**src/rtl/multicycle_control.sv**
```systemverilog
// multicycle_control -- multi-cycle MIPS control FSM.
//
// Steps each instruction through FETCH / DECODE / execute / memory / write-back
// over one shared memory port using a req/ready handshake. Every datapath mux
// select and write enable is decoded from the state register. IRWrite and PCWrite
// are the exception: in FETCH they are qualified by mem_ready. A wait counter
// limits each memory access. When it runs out, the FSM parks in ERROR until reset.
//
// Optional feature (compile-time macro ILLEGAL_TRAP_EN):
//   defined   : an unlisted opcode enters a one-cycle TRAP state. TRAP pulses trap,
//               loads the PC from the rs/vector mux (PCSource=11) and writes no register.
//   undefined : an unlisted opcode returns straight from DECODE to FETCH as a NOP,
//               and trap is tied low.
//
// Ports:
//   clk        in   rising-edge clock
//   reset      in   asynchronous active-low reset
//   OP, Funct  in   instruction opcode / function fields (from IR, valid from DECODE)
//   mem_ready  in   memory completes the current access this cycle
//   mem_req    out  memory request, held until mem_ready
//   MemRead, MemWrite, IorD, IRWrite, PCWrite, BranchEQ, BranchNE, PCSource,
//   ALUSrcA, ALUSrcB, ALUOp, RegDst, MemtoReg, RegWrite
//              out  datapath controls
//   busy       out  low only while FETCH waits for an instruction
//   error      out  sticky memory-timeout flag
//   trap       out  illegal-opcode pulse
module multicycle_control #(
    parameter int ALUOP_W     = 3,
    parameter int MEM_TIMEOUT = 15,
    parameter int CNT_W       = 8
) (
    input  logic               clk,
    input  logic               reset,
    input  logic [5:0]         OP,
    input  logic [5:0]         Funct,
    input  logic               mem_ready,
    output logic               mem_req,
    output logic               MemRead,
    output logic               MemWrite,
    output logic               IorD,
    output logic               IRWrite,
    output logic               PCWrite,
    output logic               BranchEQ,
    output logic               BranchNE,
    output logic [1:0]         PCSource,
    output logic               ALUSrcA,
    output logic [1:0]         ALUSrcB,
    output logic [ALUOP_W-1:0] ALUOp,
    output logic [1:0]         RegDst,
    output logic [1:0]         MemtoReg,
    output logic               RegWrite,
    output logic               busy,
    output logic               error,
    output logic               trap
);

    localparam logic [5:0] OP_RTYPE = 6'h00;
    localparam logic [5:0] OP_J     = 6'h02;
    localparam logic [5:0] OP_JAL   = 6'h03;
    localparam logic [5:0] OP_BEQ   = 6'h04;
    localparam logic [5:0] OP_BNE   = 6'h05;
    localparam logic [5:0] OP_ADDI  = 6'h08;
    localparam logic [5:0] OP_ORI   = 6'h0d;
    localparam logic [5:0] OP_LUI   = 6'h0f;
    localparam logic [5:0] OP_LW    = 6'h23;
    localparam logic [5:0] OP_SW    = 6'h2b;
    localparam logic [5:0] FN_JR    = 6'h08;

    // Last non-ready cycle allowed: its count would reach MEM_TIMEOUT.
    localparam logic [CNT_W-1:0] WAIT_LAST = CNT_W'(MEM_TIMEOUT - 1);

    typedef enum logic [3:0] {
        S_FETCH, S_DECODE, S_EXEC_R, S_R_WB, S_EXEC_I, S_I_WB, S_MEM_ADDR, S_MEM_RD,
        S_LW_WB, S_MEM_WR, S_BRANCH, S_JUMP, S_JR, S_JAL, S_TRAP, S_ERROR
    } state_t;

    state_t           state;
    logic [CNT_W-1:0] wait_cnt;
    logic [2:0]       alu_op3;

    function automatic logic [2:0] imm_aluop(input logic [5:0] op);
        case (op)
            OP_ORI:  return 3'b101;
            OP_LUI:  return 3'b110;
            default: return 3'b100;
        endcase
    endfunction

    always_ff @(posedge clk or negedge reset) begin
        if (!reset) begin
            state    <= S_FETCH;
            wait_cnt <= '0;
        end else begin
            case (state)
                S_FETCH, S_MEM_RD, S_MEM_WR: begin
                    if (mem_ready) begin
                        wait_cnt <= '0;
                        case (state)
                            S_FETCH:  state <= S_DECODE;
                            S_MEM_RD: state <= S_LW_WB;
                            default:  state <= S_FETCH;
                        endcase
                    end else begin
                        wait_cnt <= wait_cnt + 1'b1;
                        if (wait_cnt == WAIT_LAST) state <= S_ERROR;
                    end
                end
                S_DECODE: begin
                    wait_cnt <= '0;
                    case (OP)
                        OP_RTYPE:               state <= (Funct == FN_JR) ? S_JR : S_EXEC_R;
                        OP_ADDI, OP_ORI, OP_LUI: state <= S_EXEC_I;
                        OP_LW, OP_SW:           state <= S_MEM_ADDR;
                        OP_BEQ, OP_BNE:         state <= S_BRANCH;
                        OP_J:                   state <= S_JUMP;
                        OP_JAL:                 state <= S_JAL;
`ifdef ILLEGAL_TRAP_EN
                        default:                state <= S_TRAP;
`else
                        default:                state <= S_FETCH;
`endif
                    endcase
                end
                S_EXEC_R:   begin wait_cnt <= '0; state <= S_R_WB; end
                S_EXEC_I:   begin wait_cnt <= '0; state <= S_I_WB; end
                S_MEM_ADDR: begin
                    wait_cnt <= '0;
                    state    <= (OP == OP_LW) ? S_MEM_RD : S_MEM_WR;
                end
                // ERROR holds; only reset leaves it.
                S_ERROR:    state <= S_ERROR;
                default:    begin wait_cnt <= '0; state <= S_FETCH; end
            endcase
        end
    end

    // Outputs are forced low while reset is held, so no enable fires in the reset cycle.
    always_comb begin
        mem_req  = 1'b0;
        MemRead  = 1'b0;
        MemWrite = 1'b0;
        IorD     = 1'b0;
        IRWrite  = 1'b0;
        PCWrite  = 1'b0;
        BranchEQ = 1'b0;
        BranchNE = 1'b0;
        PCSource = 2'b00;
        ALUSrcA  = 1'b0;
        ALUSrcB  = 2'b00;
        alu_op3  = 3'b000;
        RegDst   = 2'b00;
        MemtoReg = 2'b00;
        RegWrite = 1'b0;
        busy     = 1'b0;
        error    = 1'b0;
        trap     = 1'b0;
        if (reset) begin
            busy  = (state != S_FETCH);
            error = (state == S_ERROR);
            case (state)
                S_FETCH: begin
                    mem_req = 1'b1;
                    MemRead = 1'b1;
                    ALUSrcB = 2'b01;
                    alu_op3 = 3'b011;
                    IRWrite = mem_ready;
                    PCWrite = mem_ready;
                end
                S_DECODE: begin
                    ALUSrcB = 2'b11;
                    alu_op3 = 3'b011;
                end
                S_EXEC_R, S_R_WB: begin
                    ALUSrcA = 1'b1;
                    alu_op3 = 3'b111;
                    if (state == S_R_WB) begin
                        RegDst   = 2'b01;
                        RegWrite = 1'b1;
                    end
                end
                S_EXEC_I, S_I_WB: begin
                    ALUSrcA  = 1'b1;
                    ALUSrcB  = 2'b10;
                    alu_op3  = imm_aluop(OP);
                    RegWrite = (state == S_I_WB);
                end
                S_MEM_ADDR: begin
                    ALUSrcA = 1'b1;
                    ALUSrcB = 2'b10;
                    alu_op3 = 3'b011;
                end
                S_MEM_RD: begin
                    mem_req = 1'b1;
                    MemRead = 1'b1;
                    IorD    = 1'b1;
                end
                S_LW_WB: begin
                    MemtoReg = 2'b01;
                    RegWrite = 1'b1;
                end
                S_MEM_WR: begin
                    mem_req  = 1'b1;
                    MemWrite = 1'b1;
                    IorD     = 1'b1;
                end
                S_BRANCH: begin
                    ALUSrcA  = 1'b1;
                    alu_op3  = (OP == OP_BNE) ? 3'b001 : 3'b000;
                    BranchNE = (OP == OP_BNE);
                    BranchEQ = (OP != OP_BNE);
                    PCSource = 2'b01;
                end
                S_JUMP: begin
                    PCWrite  = 1'b1;
                    PCSource = 2'b10;
                end
                S_JR: begin
                    PCWrite  = 1'b1;
                    PCSource = 2'b11;
                end
                S_JAL: begin
                    PCWrite  = 1'b1;
                    PCSource = 2'b10;
                    RegDst   = 2'b10;
                    MemtoReg = 2'b10;
                    RegWrite = 1'b1;
                end
`ifdef ILLEGAL_TRAP_EN
                S_TRAP: begin
                    trap     = 1'b1;
                    PCWrite  = 1'b1;
                    PCSource = 2'b11;
                end
`endif
                default: ;
            endcase
        end
    end

    assign ALUOp = ALUOP_W'(alu_op3);

endmodule
```
**config.mk**
```make
export PLATFORM = sky130hd
export DESIGN_NAME = multicycle_control
export DESIGN_NICKNAME = d
export VERILOG_FILES = /design/src/rtl/multicycle_control.sv
export SDC_FILE = /design/constraint.sdc
export NUM_CORES = 1
export LEC_CHECK = 0
export CAP_MARGIN = 20
export CELL_PAD_IN_SITES_DETAIL_PLACEMENT = 1
export CELL_PAD_IN_SITES_GLOBAL_PLACEMENT = 1
export CORE_MARGIN = 4
export CORE_UTILIZATION = 44
export DETAILED_ROUTE_END_ITERATION = 12
export DONT_BUFFER_PORTS = 1
export GPL_ROUTABILITY_DRIVEN = 1
export PLACE_DENSITY = 0.88
export SYNTH_ARGS = -nofsm -noshare
export SYNTH_HDL_FRONTEND = slang
export SYNTH_SLANG_ARGS = --single-unit
```
**constraint.sdc**
```tcl
create_clock -name clk -period 2.3 [get_ports clk]
set_input_delay 0.345 -clock clk [delete_from_list [all_inputs] [get_ports clk]]
set_output_delay 0.345 -clock clk [all_outputs]
set_load 0.005 [all_outputs]
```
* After elaboration in Yosys (flattened, before gate mapping)
Cells that the tools add are included.
** Cells by class
- Multiplexer cells :: 45
- Reduce and logical (&&, ||, !) cells :: 17
- Add/sub/neg operators :: 1
- Eq/ne operators :: 27
** Operators with widths (count)
- 4-bit case mux with 6 select lines :: 2
- 4-bit == test (second input constant) :: 7
- 6-bit by 4-bit == test with 1-bit output (second input constant) :: 4
- 1-bit two-way mux :: 23
- 4-bit by 3-bit == test with 1-bit output (second input constant) :: 4
- 4-bit two-way mux :: 4
- 8-bit case mux with 2 select lines :: 1
- 2-bit OR reduction :: 8
- 3-bit OR reduction :: 5
- 6-bit by 2-bit == test with 1-bit output (second input constant) :: 2
- 6-bit by 3-bit == test with 1-bit output (second input constant) :: 2
- 6-bit == test (second input constant) :: 2
- 2-bit case mux with 2 select lines :: 3
- 2-bit case mux with 3 select lines :: 2
- 3-bit case mux with 4 select lines :: 1
- 8-bit by 1-bit adder with 8-bit output (second input constant) :: 1
- 4-bit by 2-bit == test with 1-bit output (second input constant) :: 2
- 8-bit by 4-bit == test with 1-bit output (second input constant) :: 1
- 2-bit two-way mux :: 4
- 8-bit two-way mux :: 1
- 4-bit case mux with 2 select lines :: 1
- 6-bit zero test :: 1
- 6-bit by 3-bit inequality test with 1-bit output (second input constant) :: 1
- 6-bit OR reduction :: 1
- 7 further kinds :: 7
** Storage, ports and cells
- Word-level logic and storage cells :: 92
- Register bits :: 12
- Bits of input ports :: 15
- Output and inout bits :: 24

* Longest topological paths before layout
Gate-level depths: netlist of the first run.
- Depth in word-level cells :: 4
- Mapped depth :: 7
- Mapped depth without buffers :: 7

* Worst setup path before layout of the first run
OpenSTA, ideal clock, no wires.
- Kind :: reg-to-output
- From :: register state[0]
- To :: output port mem_req
- Cell stages (with the launch flop) :: 6
- Path buffers :: 2
- Data arrival time :: 1.370 ns
- Required time :: 1.955 ns
- Path slack :: 0.585 ns
- Path through :: dfrtp_1 -> clkbuf_1 -> buf_1 -> nand3_1 -> a21oi_1 -> or2_2
** Between the ends
- Cells in the longest elaborated chain, start to end :: 4
- Elaborated cells on any way between the ends :: 6
- Classes of those cells :: 2 x eq/ne; 2 x mux; 2 x reduce/logical
** Ends and longest elaborated chain
- from (decl) :: line 77 : state_t state;
- from (signal assigned) :: line 111 : OP_RTYPE: state <= (Funct == FN_JR) ? S_JR : S_EXEC_R;
- from (signal assigned) :: line 128 : state <= (OP == OP_LW) ? S_MEM_RD : S_MEM_WR;
- 4-bit == test (tied with other cells) :: line 160 : case (state)
- 3-bit OR reduction (no source line) (*)
- 1-bit two-way mux (*) :: line 160
- 1-bit two-way mux (*) :: line 157 : if (reset) begin
- to (decl) :: line 37 : output logic mem_req,
Every way passes the cells marked *; elsewhere a longest branch is shown, timed or not.

* Worst setup path in the final report of the first run
- From :: register state[3]
- To :: output port ALUOp[0]
** Between the ends
- Cells in the longest elaborated chain, start to end :: 4
- Elaborated cells on any way between the ends :: 13
- Classes of those cells :: 7 x eq/ne; 2 x mux; 4 x reduce/logical
** Ends and longest elaborated chain
- 4-bit by 3-bit == test with 1-bit output (tied with other cells) :: line 160
- 3-bit OR reduction (no source line) / 2-bit OR reduction (equally long branches)
- 3-bit case mux with 4 select lines (*) :: line 160
- 3-bit two-way mux (*) :: line 157
- to (decl) :: line 48 : output logic [ALUOP_W-1:0] ALUOp,
Marked as above.

==> metrics, run 1 <==
final period utilization=94.9%; Buffers on Ports=0; CP peak stage delay=530 ps; share of cells above drive strength 1=10.5%; Switching Share=49.1%; Slew @ Worst Pin=554 ps; Max-Cap Viols=0; initial antenna violation count=0; Final min period=2180 ps; final hold vios=0; Reg2Reg Launch Point=wait_cnt[0]; root buf cell=clkbuf_4; Routed Antenna Nets=0; Tot GR Track Use=21.7%; Yosys reg bits=12; Total Neg Setup Slack=0 ps; P_int=572 uW; crit path launch=state[3]; H-tree Lvls=1; Main synth FF type=dfrtp_1; Post-Syn Instances=175; I/O pin cnt=39; post-synth top area share=23.6%; row cnt=19; CTS buffer count=3; CTS tree=yes; WL/cell=19.2 um; relative slew slack=63.0%; post-synth top area cell=dfrtp_1; required time of the critical path=1960 ps; ys async rst share=100%; adder-cell area share of the yosys netlist=1.96%; YS warnings=0; DRC=0; nets@finish=190; Synth Area per Inst=7.29 um^2; # setup viols final=0; leakage=0.510 nW; post-synthesis mux area share=0.883%; WS Path Type=register to output pin; Clock Skews=1.05 ps; vias in the first global route=1296; first-pass GRT wire length=6080 um; ant diodes=0; Max stage delay cell, worst path=dfrtp_1; area fraction in compound gates after synthesis=23.7%; DIE WIDTH=61.8 um; DR vias=1299; core region area=2760 um^2; Synth Area in Simple Gates=39.5%; Peak VDD IR=0.446 mV; Initial Utilization=46.2%; CP max FO=14; Placer Congestion=0.845; P_sw=552 uW; total clock sinks=12; clk slew on worst S/H paths=70 ps; max-slew violations=0; Area contributors post-synth=dfrtp_1, a21oi_1, nor2_1, nand2b_1, o21ai_0; length of the first detailed-routing pass in iterations=4; final instance area=1320 um^2; Netlist Area Pre-Place=1270 um^2; Synth Area in XOR/XNOR=3.43%; postcts setup bufs=0; initial DRC count=62; DP HPWL=2970 um; P&R area growth vs syn=3.34%; Vias per Instance=6.43; Fillers=363; Power per Cell Area=853 nW/um^2; Skew-Pair Late Insertion Delay=280 ps; Logic pwr share=58.0%; hold crit path type=primary input to register; EDFF count, synth=0; fmax=458 MHz; largest family of logic cells by synthesized area=simple AND/OR/NAND/NOR gates; die area=3820 um^2; critical-path cell list=nand2b_1, nor4_1, o2bb2ai_1, a21oi_1, nor2_1; Net Count, Synth=192; Clk pwr share=11.9%; Seq/Total Area, Yosys=23.6%; Unique masters post-synth=48; outcome=finished, final reports clean; Sequential Power Share=30.1%; largest net degree at the start of global routing=16; Crit path arrival time=1840 ps; worst hold start=OP[1]; CP endpoint kind=output pin; Clock Tree Buf Depth=2; drt total wl=3870 um; RSZ-0062 raised after global routing=no; critical path startpoint category=register; grt ovf=0; placed cell areas=1280 um^2; Die Y=61.8 um
-- sequential cells by signal, summed over array words and instances, names as in the netlist --
signal and flops:
wait_cnt 8, state 4
-- cells by family (layout without fill, tap and decap cells) --
group,count (synthesis),count (layout)
multiplexers,1,1
buffers and inverters,17,13
AO/OA/AOI/OAI,47,47
other,1,1
AND/OR/NAND/NOR,90,90
adder cells (fa/ha/maj),2,2
flip-flops,12,12
XOR/XNOR,5,5
-- cell usage after synthesis, drive strengths merged (5+ instances only) --
| library cell | instances |
|---|---|
| nor2 | 20 |
| a21oi | 15 |
| dfrtp | 12 |
| nand2 | 12 |
| o21ai | 12 |
| nand2b | 11 |
| buf | 10 |
| nand3 | 7 |
| nor2b | 7 |
| nor3 | 6 |
| a211o | 5 |
| or3 | 5 |
-- path summary, 6_finish.rpt --
check / slack [ps] / endpoint / depth (start not counted)
max in group asynchronous: 1420 / state[2] / 1
min in group asynchronous: 480 / wait_cnt[2] / 1
min: 450 / state[1] / 3
max reg2reg: 250 / state[3] / 6
min reg2reg: 520 / wait_cnt[3] / 1
max: 120 / ALUOp[0] / 5
-- power by group through the flow --
stage	Combinational [mW]	Sequential, mW	Clock, mW
after detailed placement	0.640	0.337	0
after CTS	0.651	0.333	0.133
after floorplan	0.520	0.288	0
final	0.652	0.339	0.134
after global routing	0.714	0.347	0.144
after global placement	0.592	0.328	0
-- final cells by class --
| type | count | area, um^2 | area share, % |
|---|---|---|---|
| Timing Repair Buffer | 7 | 55.1 | 4.18 |
| Tap cell | 31 | 38.8 | 2.94 |
| Sequential cell | 12 | 302 | 22.9 |
| Inverter | 3 | 11.3 | 0.855 |
| Clock buffer | 3 | 22.5 | 1.71 |
| Multi-Input combinational cell | 146 | 888 | 67.4 |
-- critical path: cells and delay by family (launching register included) --
family	cells	cell delay (ps)
AND/OR/NAND/NOR	3	780
AO/OA/AOI/OAI	2	230
flip-flops	1	530
-- timing repair --
action,CTS,global route
endpoints found under the hold margin,12,0
hold buffers,1,0
gates resized for setup,0,1
setup endpoints to repair,0,1
-- metrics by stage --
step / power [mW] / hold WS [ps] / utilization (%) / cells / setup slack [ps]
2_1_floorplan: 0.807 / 49.4 / - / 175 / 585
3_3_place_gp: 0.919 / 49.8 / 46.6 / 198 / 473
3_5_place_dp: 0.977 / 49.8 / 46.6 / 198 / 281
4_1_cts: 1.12 / 441 / 47.7 / 202 / 124
5_1_grt: 1.21 / 499 / 47.8 / 202 / 20.1
6_report: 1.12 / 450 / 47.8 / 202 / 116
-- layout by cell type, fill, tap and decap left out, types with 3 or more instances in the layout --
cell type  instances
nor2_1            20
a21oi_1           15
nand2_1           12
o21ai_0           12
nand2b_1          11
dfrtp_1           11
nor2b_1            7
nand3_1            7
nor3_1             6
buf_4              6
a211o_1            5
or2_2              3
inv_1              3
nor4_1             3
nand3b_1           3
nand4_1            3
or3_1              3
xor2_1             3
o31ai_1            3
clkbuf_4           3
-- layer usage --
| layer | GRT usage [%] | up-vias | wire [um] |
|---|---|---|---|
| li1 | - | 624 | - |
| met1 | 25.3 | 633 | 1700 |
| met4 | 9.39 | 0 | 73 |
| met3 | 3.10 | 5 | 181 |
| met5 | 0 | - | 0 |
| met2 | 39.3 | 37 | 1910 |
(Power assumes the default switching activity.)
==> inputs of run 2 (changes only) <==
clock period = 2.4 ns   (was 2.3 ns; I/O delays follow)
==> run 2 against run 1 <==
Net effect:
- die area unchanged
- sequential share of layout area up 0.26 points
- cell count down 0.99%
- core utilization down 0.54 points
- largest cell class unchanged
==> metrics, run 2 (same netlist as run 1, synthesis figures left out) <==
grt ovf=0 (unchanged); share of cells above drive strength 1=9.47% (was 10.5%); most frequent cells in the layout=nor2_1, a21oi_1, nand2_1, o21ai_0 (unchanged); DP HPWL=2710 um (was 2970 um); CP peak stage delay=640 ps (was 530 ps); CTS tree=yes (unchanged); core region area=2760 um^2 (unchanged); Largest Register=wait_cnt (unchanged); DR vias=1270 (was 1299); DRC=0 (unchanged); Clock Tree Buf Depth=2 (unchanged); postcts setup bufs=0 (unchanged); final period utilization=88.9%; Power per Cell Area=802 nW/um^2 (was 853 nW/um^2); H-tree Lvls=1 (unchanged); Die Y=61.8 um (unchanged); Initial Utilization=46.2% (unchanged); total clock sinks=12 (unchanged); length of the first detailed-routing pass in iterations=4 (unchanged); RSZ-0062 raised after global routing=no (unchanged); critical-path cell list=buf_4, nor2b_1, nand2_1, nor2_1, or2_2 (was nand2b_1, nor4_1, o2bb2ai_1, a21oi_1, nor2_1); ant diodes=0 (unchanged); Total Neg Setup Slack=0 ps (unchanged); first-pass GRT wire length=5510 um (was 6080 um); outcome=finished, final reports clean (unchanged); R2R cell count=5 (was 6); Reg2Reg Launch Point=state[0] (was wait_cnt[0]); Fillers=366 (was 363); fmax=469 MHz; FF-to-FF setup slack=340 ps (was 250 ps); reg2reg end=state[1] (was state[3]); CP max FO=15 (was 14); worst hold stages=4 (was 3); vias in the first global route=1243 (was 1296); initial DRC count=38 (was 62); placed cell areas=1270 um^2 (was 1280 um^2); max-slew violations=0 (unchanged); Tot GR Track Use=19.1% (was 21.7%); DIE WIDTH=61.8 um (unchanged); Largest register FFs=8 (unchanged); drt total wl=3550 um (was 3870 um); Buffers on Ports=0 (unchanged); worst hold start=OP[1] (unchanged); clk slew on worst S/H paths=70 ps (about the same); top flop regs=wait_cnt (8), state (4) (unchanged); Clock Skews=6.35 ps (was 1.05 ps); Peak VDD IR=0.585 mV (was 0.446 mV); commonest non-fill, non-tap cell in the layout=nor2_1 (unchanged); die area=3820 um^2 (unchanged); Hold Path End=state[3] (was state[1]); Crit path arrival time=1770 ps (was 1840 ps); Final min period=2130 ps; final instance area=1300 um^2 (was 1320 um^2); initial antenna violation count=0 (unchanged); hold crit path type=primary input to register (unchanged); WHS=451 ps (was 450 ps); required time of the critical path=2040 ps (was 1960 ps); WS Path Type=register to output pin (unchanged); # setup viols final=0 (unchanged); Max stage delay cell, worst path=dfrtp_1 (unchanged); Skew-Pair Late Insertion Delay=270 ps (was 280 ps); CTS buffer count=3 (unchanged); Vias per Instance=6.35 (was 6.43); critical path startpoint category=register (unchanged); Placer Congestion=0.863 (was 0.845); I/O pin cnt=39 (unchanged); WL/cell=17.8 um (was 19.2 um); P&R area growth vs syn=2.16% (was 3.34%); final hold vios=0 (unchanged); largest net degree at the start of global routing=23 (was 16); Routed Antenna Nets=0 (unchanged); CP endpoint kind=output pin (unchanged); nets@finish=188 (was 190); Max-Cap Viols=0 (unchanged); leakage=0.499 nW (was 0.510 nW); root buf cell=clkbuf_4 (unchanged); Slew @ Worst Pin=541 ps (was 554 ps); relative slew slack=63.8% (was 63.0%); row cnt=19 (unchanged)
[run 2: cell types whose count changed in the layout (fill, tap and decap cells not counted), sizes merged]
cell and change:
buf -2
[run 2: stage by stage]
step | cells | power (mW) | setup slack, ps | util [%]
2_1_floorplan | 175 | 0.774 | 670 | -
3_3_place_gp | 196 | 0.866 | 411 | 46.0
3_5_place_dp | 196 | 0.910 | 303 | 46.0
4_1_cts | 200 | 1.04 | 112 | 47.2
5_1_grt | 200 | 1.13 | 111 | 47.2
6_report | 200 | 1.04 | 266 | 47.2
[run 2: cell type report]
type                       instances  area [um^2]  share of cell area [%]
clock buffer                       3         22.5                    1.73
inverter                           3         11.3                   0.865
multi-input combinational        146          888                    68.2
sequential                        12          302                    23.2
tap                               31         38.8                    2.98
timing repair buffer               5         40.0                    3.07
[run 2: how the worst max path moves through the flow]
stage | startpoint | end | slack (ps) | depth (start not counted)
finish | state[3] | mem_req | 270 | 5
detailed placement | state[2] | state[1] | 300 | 5
global route | state[3] | mem_req | 110 | 5
global placement | state[2] | state[1] | 410 | 5
CTS | state[2] | ALUOp[0] | 110 | 5
floorplan | state[0] | mem_req | 670 | 5
[run 2: report_power, final]
part,internal (mW),switching [mW]
clock network,0.0581,0.0657
logic,0.242,0.331
registers,0.238,0.110
total,0.538,0.507
[run 2: critical path, delay by kind of cell, from the launching register on]
| family | cells | cell delay, ps |
|---|---|---|
| buf+inv | 1 | 250 |
| flops | 1 | 640 |
| simple gates | 4 | 620 |
[run 2: what timing repair did]
action,4_1_cts,5_1_grt
hold buffers,1,0
resized for setup,0,1
endpoints found under the hold margin,12,0
setup endpoints to repair,0,2
[run 2: layer usage]
metal | up-vias | GRT usage, % | wire, um
met3 | 6 | 3.51 | 208
li1 | 621 | - | -
met1 | 606 | 23.9 | 1630
met4 | 0 | 4.55 | 37
met2 | 37 | 33.8 | 1670
met5 | - | 0 | 0
